File: config.mk
export PLATFORM = sky130hd
export DESIGN_NAME = shot_clock_counter
export DESIGN_NICKNAME = d
export VERILOG_FILES = /design/src/rtl/shot_clock_counter.sv
export SDC_FILE = /design/constraint.sdc
export NUM_CORES = 1
export LEC_CHECK = 0
export CAP_MARGIN = 25
export CORE_MARGIN = 10
export CORE_UTILIZATION = 60
export CTS_CLUSTER_SIZE = 12
export DETAILED_ROUTE_END_ITERATION = 16
export PLACE_DENSITY_LB_ADDON = 0.12
export SKIP_LAST_GASP = 1
export SYNTH_ARGS = -nofsm -noshare
export SYNTH_HDL_FRONTEND = slang
export SYNTH_SLANG_ARGS = --single-unit
File: constraint.sdc
create_clock -name clk -period 3.6 [get_ports clk]
set_input_delay 0.54 -clock clk [delete_from_list [all_inputs] [get_ports clk]]
set_output_delay 0.54 -clock clk [all_outputs]
set_load 0.01 [all_outputs]
File: src/rtl/shot_clock_counter.sv
`default_nettype none
// ============================================================================
// Module   : shot_clock_counter
// Purpose  : 24 s shot-clock BCD countdown, driven by a synchronised 1 Hz tick,
//            with expire pulse and timed buzzer.
// Revision : 1.0
// ============================================================================
module shot_clock_counter #(
    parameter logic [7:0]        LOAD_BCD    = 8'h24,
    parameter logic [7:0]        ALT_BCD     = 8'h14,
    parameter int unsigned       BUZZ_W      = 24,
    parameter logic [BUZZ_W-1:0] BUZZ_CYCLES = 24'd12_000_000
) (
    input  logic       clk,
    input  logic       rst,
    input  logic       sec_in,
    input  logic       start,
    input  logic       pause,
    input  logic       reload,
    input  logic       reload_alt,
    output logic [3:0] tens,
    output logic [3:0] ones,
    output logic       running,
    output logic       expire,
    output logic       buzzer
);

    typedef enum logic [1:0] {
        ST_IDLE    = 2'd0,
        ST_RUN     = 2'd1,
        ST_PAUSE   = 2'd2,
        ST_EXPIRED = 2'd3
    } state_t;

    localparam logic [BUZZ_W-1:0] BUZZ_ONE = {{(BUZZ_W-1){1'b0}}, 1'b1};

    state_t            state_q;
    logic [3:0]        tens_q;
    logic [3:0]        ones_q;
    logic              running_q;
    logic              expire_q;
    logic              buzzer_q;
    logic [BUZZ_W-1:0] buzz_cnt_q;

    logic              s1_q;
    logic              s2_q;
    logic              s3_q;
    logic              tick;

    logic [3:0]        tens_d;
    logic [3:0]        ones_d;
    logic              at_one;
    logic              at_zero;

    // Sampling flops reset high so a high sec_in at reset release is not an edge.
    always_ff @(posedge clk or posedge rst) begin
        if (rst) begin
            s1_q <= 1'b1;
            s2_q <= 1'b1;
            s3_q <= 1'b1;
        end else begin
            s1_q <= sec_in;
            s2_q <= s1_q;
            s3_q <= s2_q;
        end
    end

    assign tick = s2_q & ~s3_q;

    always_comb begin
        ones_d = ones_q - 4'd1;
        tens_d = tens_q;
        if (ones_q == 4'd0) begin
            ones_d = 4'd9;
            tens_d = tens_q - 4'd1;
        end
    end

    assign at_one  = (tens_q == 4'd0) && (ones_q == 4'd1);
    assign at_zero = (tens_q == 4'd0) && (ones_q == 4'd0);

    always_ff @(posedge clk or posedge rst) begin
        if (rst) begin
            state_q    <= ST_IDLE;
            tens_q     <= LOAD_BCD[7:4];
            ones_q     <= LOAD_BCD[3:0];
            running_q  <= 1'b0;
            expire_q   <= 1'b0;
            buzzer_q   <= 1'b0;
            buzz_cnt_q <= '0;
        end else begin
            expire_q <= 1'b0;
            if (buzz_cnt_q != '0) begin
                buzz_cnt_q <= buzz_cnt_q - BUZZ_ONE;
                buzzer_q   <= (buzz_cnt_q > BUZZ_ONE);
            end

            // Later assignments below override the buzzer countdown above.
            if (reload) begin
                state_q    <= ST_IDLE;
                tens_q     <= LOAD_BCD[7:4];
                ones_q     <= LOAD_BCD[3:0];
                running_q  <= 1'b0;
                buzzer_q   <= 1'b0;
                buzz_cnt_q <= '0;
            end else if (reload_alt) begin
                state_q    <= ST_IDLE;
                tens_q     <= ALT_BCD[7:4];
                ones_q     <= ALT_BCD[3:0];
                running_q  <= 1'b0;
                buzzer_q   <= 1'b0;
                buzz_cnt_q <= '0;
            end else if (pause) begin
                if (state_q == ST_RUN) begin
                    state_q   <= ST_PAUSE;
                    running_q <= 1'b0;
                end
            end else if (start && (state_q == ST_IDLE || state_q == ST_PAUSE)) begin
                state_q   <= ST_RUN;
                running_q <= 1'b1;
            end else if (tick && (state_q == ST_RUN) && !at_zero) begin
                tens_q <= tens_d;
                ones_q <= ones_d;
                if (at_one) begin
                    state_q    <= ST_EXPIRED;
                    running_q  <= 1'b0;
                    expire_q   <= 1'b1;
                    buzzer_q   <= 1'b1;
                    buzz_cnt_q <= BUZZ_CYCLES;
                end
            end
        end
    end

    assign tens    = tens_q;
    assign ones    = ones_q;
    assign running = running_q;
    assign expire  = expire_q;
    assign buzzer  = buzzer_q;

endmodule
`default_nettype wire
==> results.toml, run 1 <==
[status]
status = "completed"

[timing]
setup_tns_ns = 0
hold_violations = 0
fmax_mhz = 395
setup_viol_count_final = 0
finalCritPeriodShare_pct = 70.3
clock_skew_ns = 0.00161
final-max-slew-violation-count = 0
finalCriticalPeriod_ns = 2.53
timing.max_slew.rel_slack_pct = 44.4
worst_slew_pin_slew_ns = 0.827
rsz0062_at_grt = "no"

[clock_tree]
cts_inserted_buffers = 5
resized_after_cts = 0
post_cts_hold_buffer_count = 0
tritoncts = "done"
clk_root_buffer_cell = "sky130_fd_sc_hd__clkbuf_8"
h_tree_level_count = 2
cts_buffer_depth = 2
worst_skew_pair.late_latency_ns = 0.29
setup_repair_bufs_after_cts = 0
clk_transition_reported_paths_ns = 0.08
count_of_clock_tree_sinks = 40

[detailed_routing]
dr_iter_0_viols = 214
ant_nets = 0
routed_wire_length_per_instance_um = 16.6
vias = 1875
drc = 0
via_per_inst = 6.09
routed_wirelength_mm = 5.10
detail_route.first_pass.iterations = 4

[logic_synthesis]
synth_flop_cell = "sky130_fd_sc_hd__dfrtp_1"
synthTopCellsByArea = "sky130_fd_sc_hd__dfrtp_1, sky130_fd_sc_hd__dfstp_2, sky130_fd_sc_hd__nor2_1"
async_reset_ff_share_pct = 100
synth_area_leader_cell = "sky130_fd_sc_hd__dfrtp_1"
synth_warnings = 0
synth.net_count = 253
syn_inst = 240
post_synthesis_cell_area_um2 = 2250
synth-seq-cells = 40
postSynthAreaPerCell_um2 = 9.37
synth_edf_count = 0
ys_types = 47
synth.yosys.seq_area_share_pct = 44.8
yosys.area.top_type_share_pct = 39.0

[grt]
grtUsageMet1_pct = 22.8
m2_gr_usage_pct = 25.7
grt_util_all_layers_pct = 16.6
grt_antenna_before_repair = 0
grt_start_max_net_pins = 41
grt_overflow = 0
use_met3_pct = 3.86
global_route_wire_length_before_repair_mm = 8.74
number_of_global_route_vias_before_repair = 1790
most_utilized_layer_in_the_global_route_result = "met2"

[finish]
areaGrowthSynthToFinish_pct = 13.5
final_net_count = 272
fillers = 312
layout-drive-gt1-share_pct = 10.4
n_antenna_cell = 0
multi_input_area_um2 = 1160
register_area_um2 = 1010

[setup_path]
critical_path_arrival_ns = 2.75
cp.required_ns = 3.82
worst-path-max-fanout = 8
timing.critical_path.to_type = "flip-flop"
criticalPathCategory = "reg -> reg"
worstSetupStartpointType = "flip-flop"

[die]
die-width_um = 81.2
fp.dieH_um = 81.2
floorplan.io_pins = 18
initial_core_util_pct = 61.9
design.core.area_um2 = 3630
fp.dieArea_um2 = 6600
placementRows = 22

[placement]
place.detailed.hpwl_mm = 3.58
place.gp.congestion = 0.872
total_of_buffers_placed_on_input_and_output_ports = 17

[job]
maxCapViolations = 0

[hold_path]
hold_path_class = "reg -> reg"
==> layer usage <==
metal	routed length (µm)	share of wire (%)	vias to the layer above
met5	0	0	-
met4	61	1.2	0
met3	293	5.7	8
met2	2330	46	44
met1	2410	47	902
li1	-	-	921
==> sequential cells by signal (all words and copies together) (netlist names) <==
register    count
buzz_cnt_q     24
ones            4
tens            4
state_q         2
buzzer          1
expire          1
running         1
s1_q            1
s2_q            1
s3_q            1
==> metrics by stage <==
| step | setup slack [ns] | instances | hold WS [ns] | cell area [µm²] | util (%) |
|---|---|---|---|---|---|
| 5_1_grt | 0.844 | 308 | 0.367 | 2550 | 70.2 |
| 3_5_place_dp | 1.15 | 300 | 0.347 | 2450 | 67.6 |
| 2_1_floorplan | 1.42 | 240 | 0.345 | 2250 | - |
| 4_1_cts | 1.14 | 308 | 0.359 | 2550 | 70.2 |
| 3_3_place_gp | 1.17 | 300 | 0.346 | 2450 | 67.6 |
| 6_report | 1.07 | 308 | 0.359 | 2550 | 70.2 |
==> cells in the final DEF, fill, tap and decap left out, types with 2 or more instances in the layout <==
master / Yosys / layout
sky130_fd_sc_hd__or3_2: 3 / 3
sky130_fd_sc_hd__or4_1: 6 / 6
sky130_fd_sc_hd__nand4_1: 4 / 4
sky130_fd_sc_hd__nand3b_1: 3 / 3
sky130_fd_sc_hd__nor3_1: 8 / 8
sky130_fd_sc_hd__or3_1: 2 / 2
sky130_fd_sc_hd__a2111oi_0: 4 / 4
sky130_fd_sc_hd__dfstp_2: 5 / 5
sky130_fd_sc_hd__dfrtp_1: 35 / 35
sky130_fd_sc_hd__nand3_1: 7 / 7
sky130_fd_sc_hd__ha_1: 6 / 6
sky130_fd_sc_hd__clkdlybuf4s50_1: 0 / 17
sky130_fd_sc_hd__a311oi_1: 2 / 2
sky130_fd_sc_hd__nor2_1: 32 / 32
sky130_fd_sc_hd__nand2_1: 16 / 16
sky130_fd_sc_hd__nand2b_1: 2 / 2
sky130_fd_sc_hd__buf_4: 2 / 3
sky130_fd_sc_hd__o31ai_1: 4 / 4
sky130_fd_sc_hd__nor4_1: 10 / 10
sky130_fd_sc_hd__nor2b_1: 2 / 2
sky130_fd_sc_hd__clkbuf_8: 0 / 6
sky130_fd_sc_hd__inv_1: 9 / 9
sky130_fd_sc_hd__or2_2: 4 / 4
sky130_fd_sc_hd__xnor2_1: 9 / 9
sky130_fd_sc_hd__and4_1: 2 / 2
sky130_fd_sc_hd__clkinvlp_4: 0 / 2
sky130_fd_sc_hd__o2111ai_1: 3 / 3
sky130_fd_sc_hd__o211ai_1: 4 / 4
sky130_fd_sc_hd__a31oi_1: 6 / 6
sky130_fd_sc_hd__xor2_1: 8 / 8
sky130_fd_sc_hd__a21oi_1: 14 / 14
sky130_fd_sc_hd__o21ai_0: 7 / 7
==> path summary, 6_finish.rpt <==
path                                 from             end  slack, ns  depth (start not counted)
min                                  s1_q            s2_q       0.36                          0
max                        buzz_cnt_q[14]  buzz_cnt_q[17]       1.07                          5
max in group asynchronous             rst         ones[2]       2.54                          3
min in group asynchronous             rst         tens[3]       0.69                          3
max reg2reg                buzz_cnt_q[14]  buzz_cnt_q[17]       1.07                          5
min reg2reg                          s1_q            s2_q       0.36                          0
==> final cells by class <==
class                           count  share of cell area (%)
Multi-Input combinational cell    183                    45.5
Timing Repair Buffer               20                    7.55
Clock inverter                      2                   0.588
Sequential cell                    40                    39.5
Inverter                            9                    1.32
Tap cell                           48                    2.35
Clock buffer                        6                    3.24
==> Yosys cell counts (2+ instances only) <==
library cell / number
sky130_fd_sc_hd__nor3_1: 8
sky130_fd_sc_hd__nand2_1: 16
sky130_fd_sc_hd__xor2_1: 8
sky130_fd_sc_hd__ha_1: 6
sky130_fd_sc_hd__nand2b_1: 2
sky130_fd_sc_hd__o2111ai_1: 3
sky130_fd_sc_hd__nor4_1: 10
sky130_fd_sc_hd__or3_2: 3
sky130_fd_sc_hd__nand4_1: 4
sky130_fd_sc_hd__or2_2: 4
sky130_fd_sc_hd__nor2b_1: 2
sky130_fd_sc_hd__xnor2_1: 9
sky130_fd_sc_hd__dfstp_2: 5
sky130_fd_sc_hd__nor2_1: 32
sky130_fd_sc_hd__a311oi_1: 2
sky130_fd_sc_hd__a21oi_1: 14
sky130_fd_sc_hd__buf_4: 2
sky130_fd_sc_hd__nand3b_1: 3
sky130_fd_sc_hd__a31oi_1: 6
sky130_fd_sc_hd__a2111oi_0: 4
sky130_fd_sc_hd__nand3_1: 7
sky130_fd_sc_hd__o31ai_1: 4
sky130_fd_sc_hd__clkbuf_1: 4
sky130_fd_sc_hd__and4_1: 2
sky130_fd_sc_hd__or4_1: 6
sky130_fd_sc_hd__dfrtp_1: 35
sky130_fd_sc_hd__inv_1: 9
sky130_fd_sc_hd__o211ai_1: 4
sky130_fd_sc_hd__o21ai_0: 7
sky130_fd_sc_hd__or3_1: 2
==> worst max-delay path, stage by stage (launching register included) <==
cell and delay [ns]:
sky130_fd_sc_hd__dfrtp_1 0.42, sky130_fd_sc_hd__nor4_1 0.67, sky130_fd_sc_hd__nand4_1 0.46, sky130_fd_sc_hd__o21ai_0 0.62
sky130_fd_sc_hd__o31ai_1 0.11, sky130_fd_sc_hd__a31oi_1 0.17
==> cells by family (layout without fill, tap and decap cells) <==
kind of cell	count (synthesis)	in the layout	share of synthesized area, %
AOI/OAI and AO/OA	50	50	14.7
DFF	40	40	44.8
adders and majority gates	6	6	3.34
muxes	1	1	0.445
and+or+nand+nor	109	109	26.5
xor gates and xnor gates	17	17	6.62
buffers and inverters	17	37	3.56
Power of run 1 is not shown: default switching activity piles up to over one toggle a cycle in this logic, so the estimate is an artifact.
==> inputs of run 2 (changes only) <==
--- a/config.mk
+++ b/config.mk
@@ -7,7 +7,7 @@
 export LEC_CHECK = 0
 export CAP_MARGIN = 25
 export CORE_MARGIN = 10
-export CORE_UTILIZATION = 60
+export CORE_UTILIZATION = 58
 export CTS_CLUSTER_SIZE = 12
 export DETAILED_ROUTE_END_ITERATION = 16
 export PLACE_DENSITY_LB_ADDON = 0.12
==> constraint.sdc (replaced) <==
create_clock -name clk -period 2.4 [get_ports clk]
set_input_delay 0.36 -clock clk [delete_from_list [all_inputs] [get_ports clk]]
set_output_delay 0.36 -clock clk [all_outputs]
set_load 0.01 [all_outputs]
==> run 2 against run 1 <==
Final cell count increased by 3.9%. Final area increased by 2.8%. Highest routed layer unchanged. Critical path type unchanged. Global-route usage decreased by 0.44 points.
==> results.toml, run 2 (synthesized netlist as in run 1, its figures left out) <==
[placement]
placed_cells_incl_taps = 312
place.gp.congestion = 0.960
total_of_buffers_placed_on_input_and_output_ports = 17
place.detailed.hpwl_mm = 3.76

[hold_path]
hold_path_class = "reg -> reg"
min_path_cells = 0
worst_min_path_start = "s1_q"
hold_end = "s2_q"

[setup_path]
worstSetupStartpointType = "flip-flop"
endpoint_of_the_lowest_slack_register_to_register_path = "buzz_cnt_q[22]"
criticalPathCategory = "reg -> reg"
timing.critical_path.to_type = "flip-flop"
reg2reg_slack_ns = 0.13
worst-r2r-cell-count = 5
crit_path_top_delay_cell = "sky130_fd_sc_hd__or4_2"
critical_path_arrival_ns = 2.49
path_cells = "or4_2 > nor4_4 > nand3_1 > or4_1 > a21oi_1"
critPathMaxStageDelay_ns = 0.73
cp.required_ns = 2.62
regToRegStartpoint = "buzz_cnt_q[15]"
worst-path-max-fanout = 4

[detailed_routing]
detail_route.first_pass.iterations = 4
drc = 0
ant_nets = 0
dr_iter_0_viols = 125
vias = 1953
via_per_inst = 6.10
routed_wirelength_mm = 5.04
routed_wire_length_per_instance_um = 15.7

[finish]
multi_input_area_um2 = 1160
mostFrequentLayoutCell = "sky130_fd_sc_hd__dfrtp_1"
final_net_count = 284
largest_register_ffs = 24
register_area_um2 = 1010
layout-drive-gt1-share_pct = 13.2
n_antenna_cell = 0
areaGrowthSynthToFinish_pct = 16.8
mostFrequentLayoutCells = "sky130_fd_sc_hd__dfrtp_1, sky130_fd_sc_hd__nor2_1, sky130_fd_sc_hd__clkdlybuf4s50_1, sky130_fd_sc_hd__nand2_1, sky130_fd_sc_hd__buf_4"
finalNonFillerCells = 320
largest_register = "buzz_cnt_q"
final_core_util_pct = 70.6
fillers = 303

[clock_tree]
count_of_clock_tree_sinks = 40
cts_inserted_buffers = 5
resized_after_cts = 0
clk_root_buffer_cell = "sky130_fd_sc_hd__clkbuf_8"
clk_transition_reported_paths_ns = 0.08
h_tree_level_count = 2
post_cts_hold_buffer_count = 0
worst_skew_pair.late_latency_ns = 0.29
cts_buffer_depth = 2
tritoncts = "done"
setup_repair_bufs_after_cts = 0

[timing]
worst_hold_slack_ns = 0.355
fmax_mhz = 440
rsz0062_at_grt = "no"
finalCriticalPeriod_ns = 2.27
hold_violations = 0
worst_slew_pin_slew_ns = 0.569
setup_viol_count_final = 0
setup_tns_ns = 0
clock_skew_ns = 0.00949
final-max-slew-violation-count = 0
timing.max_slew.rel_slack_pct = 61.1
finalCritPeriodShare_pct = 94.6

[status]
status = "completed"

[die]
die-width_um = 82.3
placementRows = 22
design.core.area_um2 = 3720
fp.dieH_um = 82.3
initial_core_util_pct = 60.5
floorplan.io_pins = 18
fp.dieArea_um2 = 6770

[grt]
grt_util_all_layers_pct = 16.2
global_route_wire_length_before_repair_mm = 8.60
number_of_global_route_vias_before_repair = 1846
grt_start_max_net_pins = 41
grt_overflow = 0
grt_antenna_before_repair = 0

[job]
maxCapViolations = 0
run 2: area by class of cell:
type                            instances  area share (%)
Timing Repair Buffer                   32            10.8
Sequential cell                        40            38.4
Clock buffer                            8            3.05
Multi-Input combinational cell        183            44.2
Inverter                                9            1.29
Tap cell                               48            2.29
run 2: how the worst max path moves through the flow:
stage                   startpoint        endpoint  slack [ns]  cells past startpoint
detailed placement  buzz_cnt_q[15]  buzz_cnt_q[22]        0.15                      5
global placement    buzz_cnt_q[15]  buzz_cnt_q[18]        0.18                      5
finish              buzz_cnt_q[15]  buzz_cnt_q[22]        0.13                      5
CTS                 buzz_cnt_q[15]  buzz_cnt_q[22]        0.14                      5
global route         buzz_cnt_q[2]  buzz_cnt_q[18]       0.005                      5
floorplan                  ones[0]         tens[3]        0.22                      7
run 2: routing by layer:
metal | up-vias | wire (µm) | GRT usage, %
met1 | 947 | 2300 | 21.6
met3 | 11 | 285 | 3.46
met5 | - | 0 | 0
met4 | 0 | 93 | 5.61
li1 | 945 | - | -
met2 | 50 | 2350 | 25.4
run 2: stage by stage:
stage          setup slack (ns)  area [µm²]
6_report                  0.129        2630
5_1_grt                 0.00473        2630
4_1_cts                   0.141        2630
3_5_place_dp              0.148        2540
3_3_place_gp              0.179        2540
2_1_floorplan             0.216        2250
run 2: critical path, delay by kind of cell, from the launching register on:
family,cells,cell delay [ns]
flops,1,0.40
simple gates,4,1.65
compound gates,1,0.15
Power of run 2 is left out for the same reason.
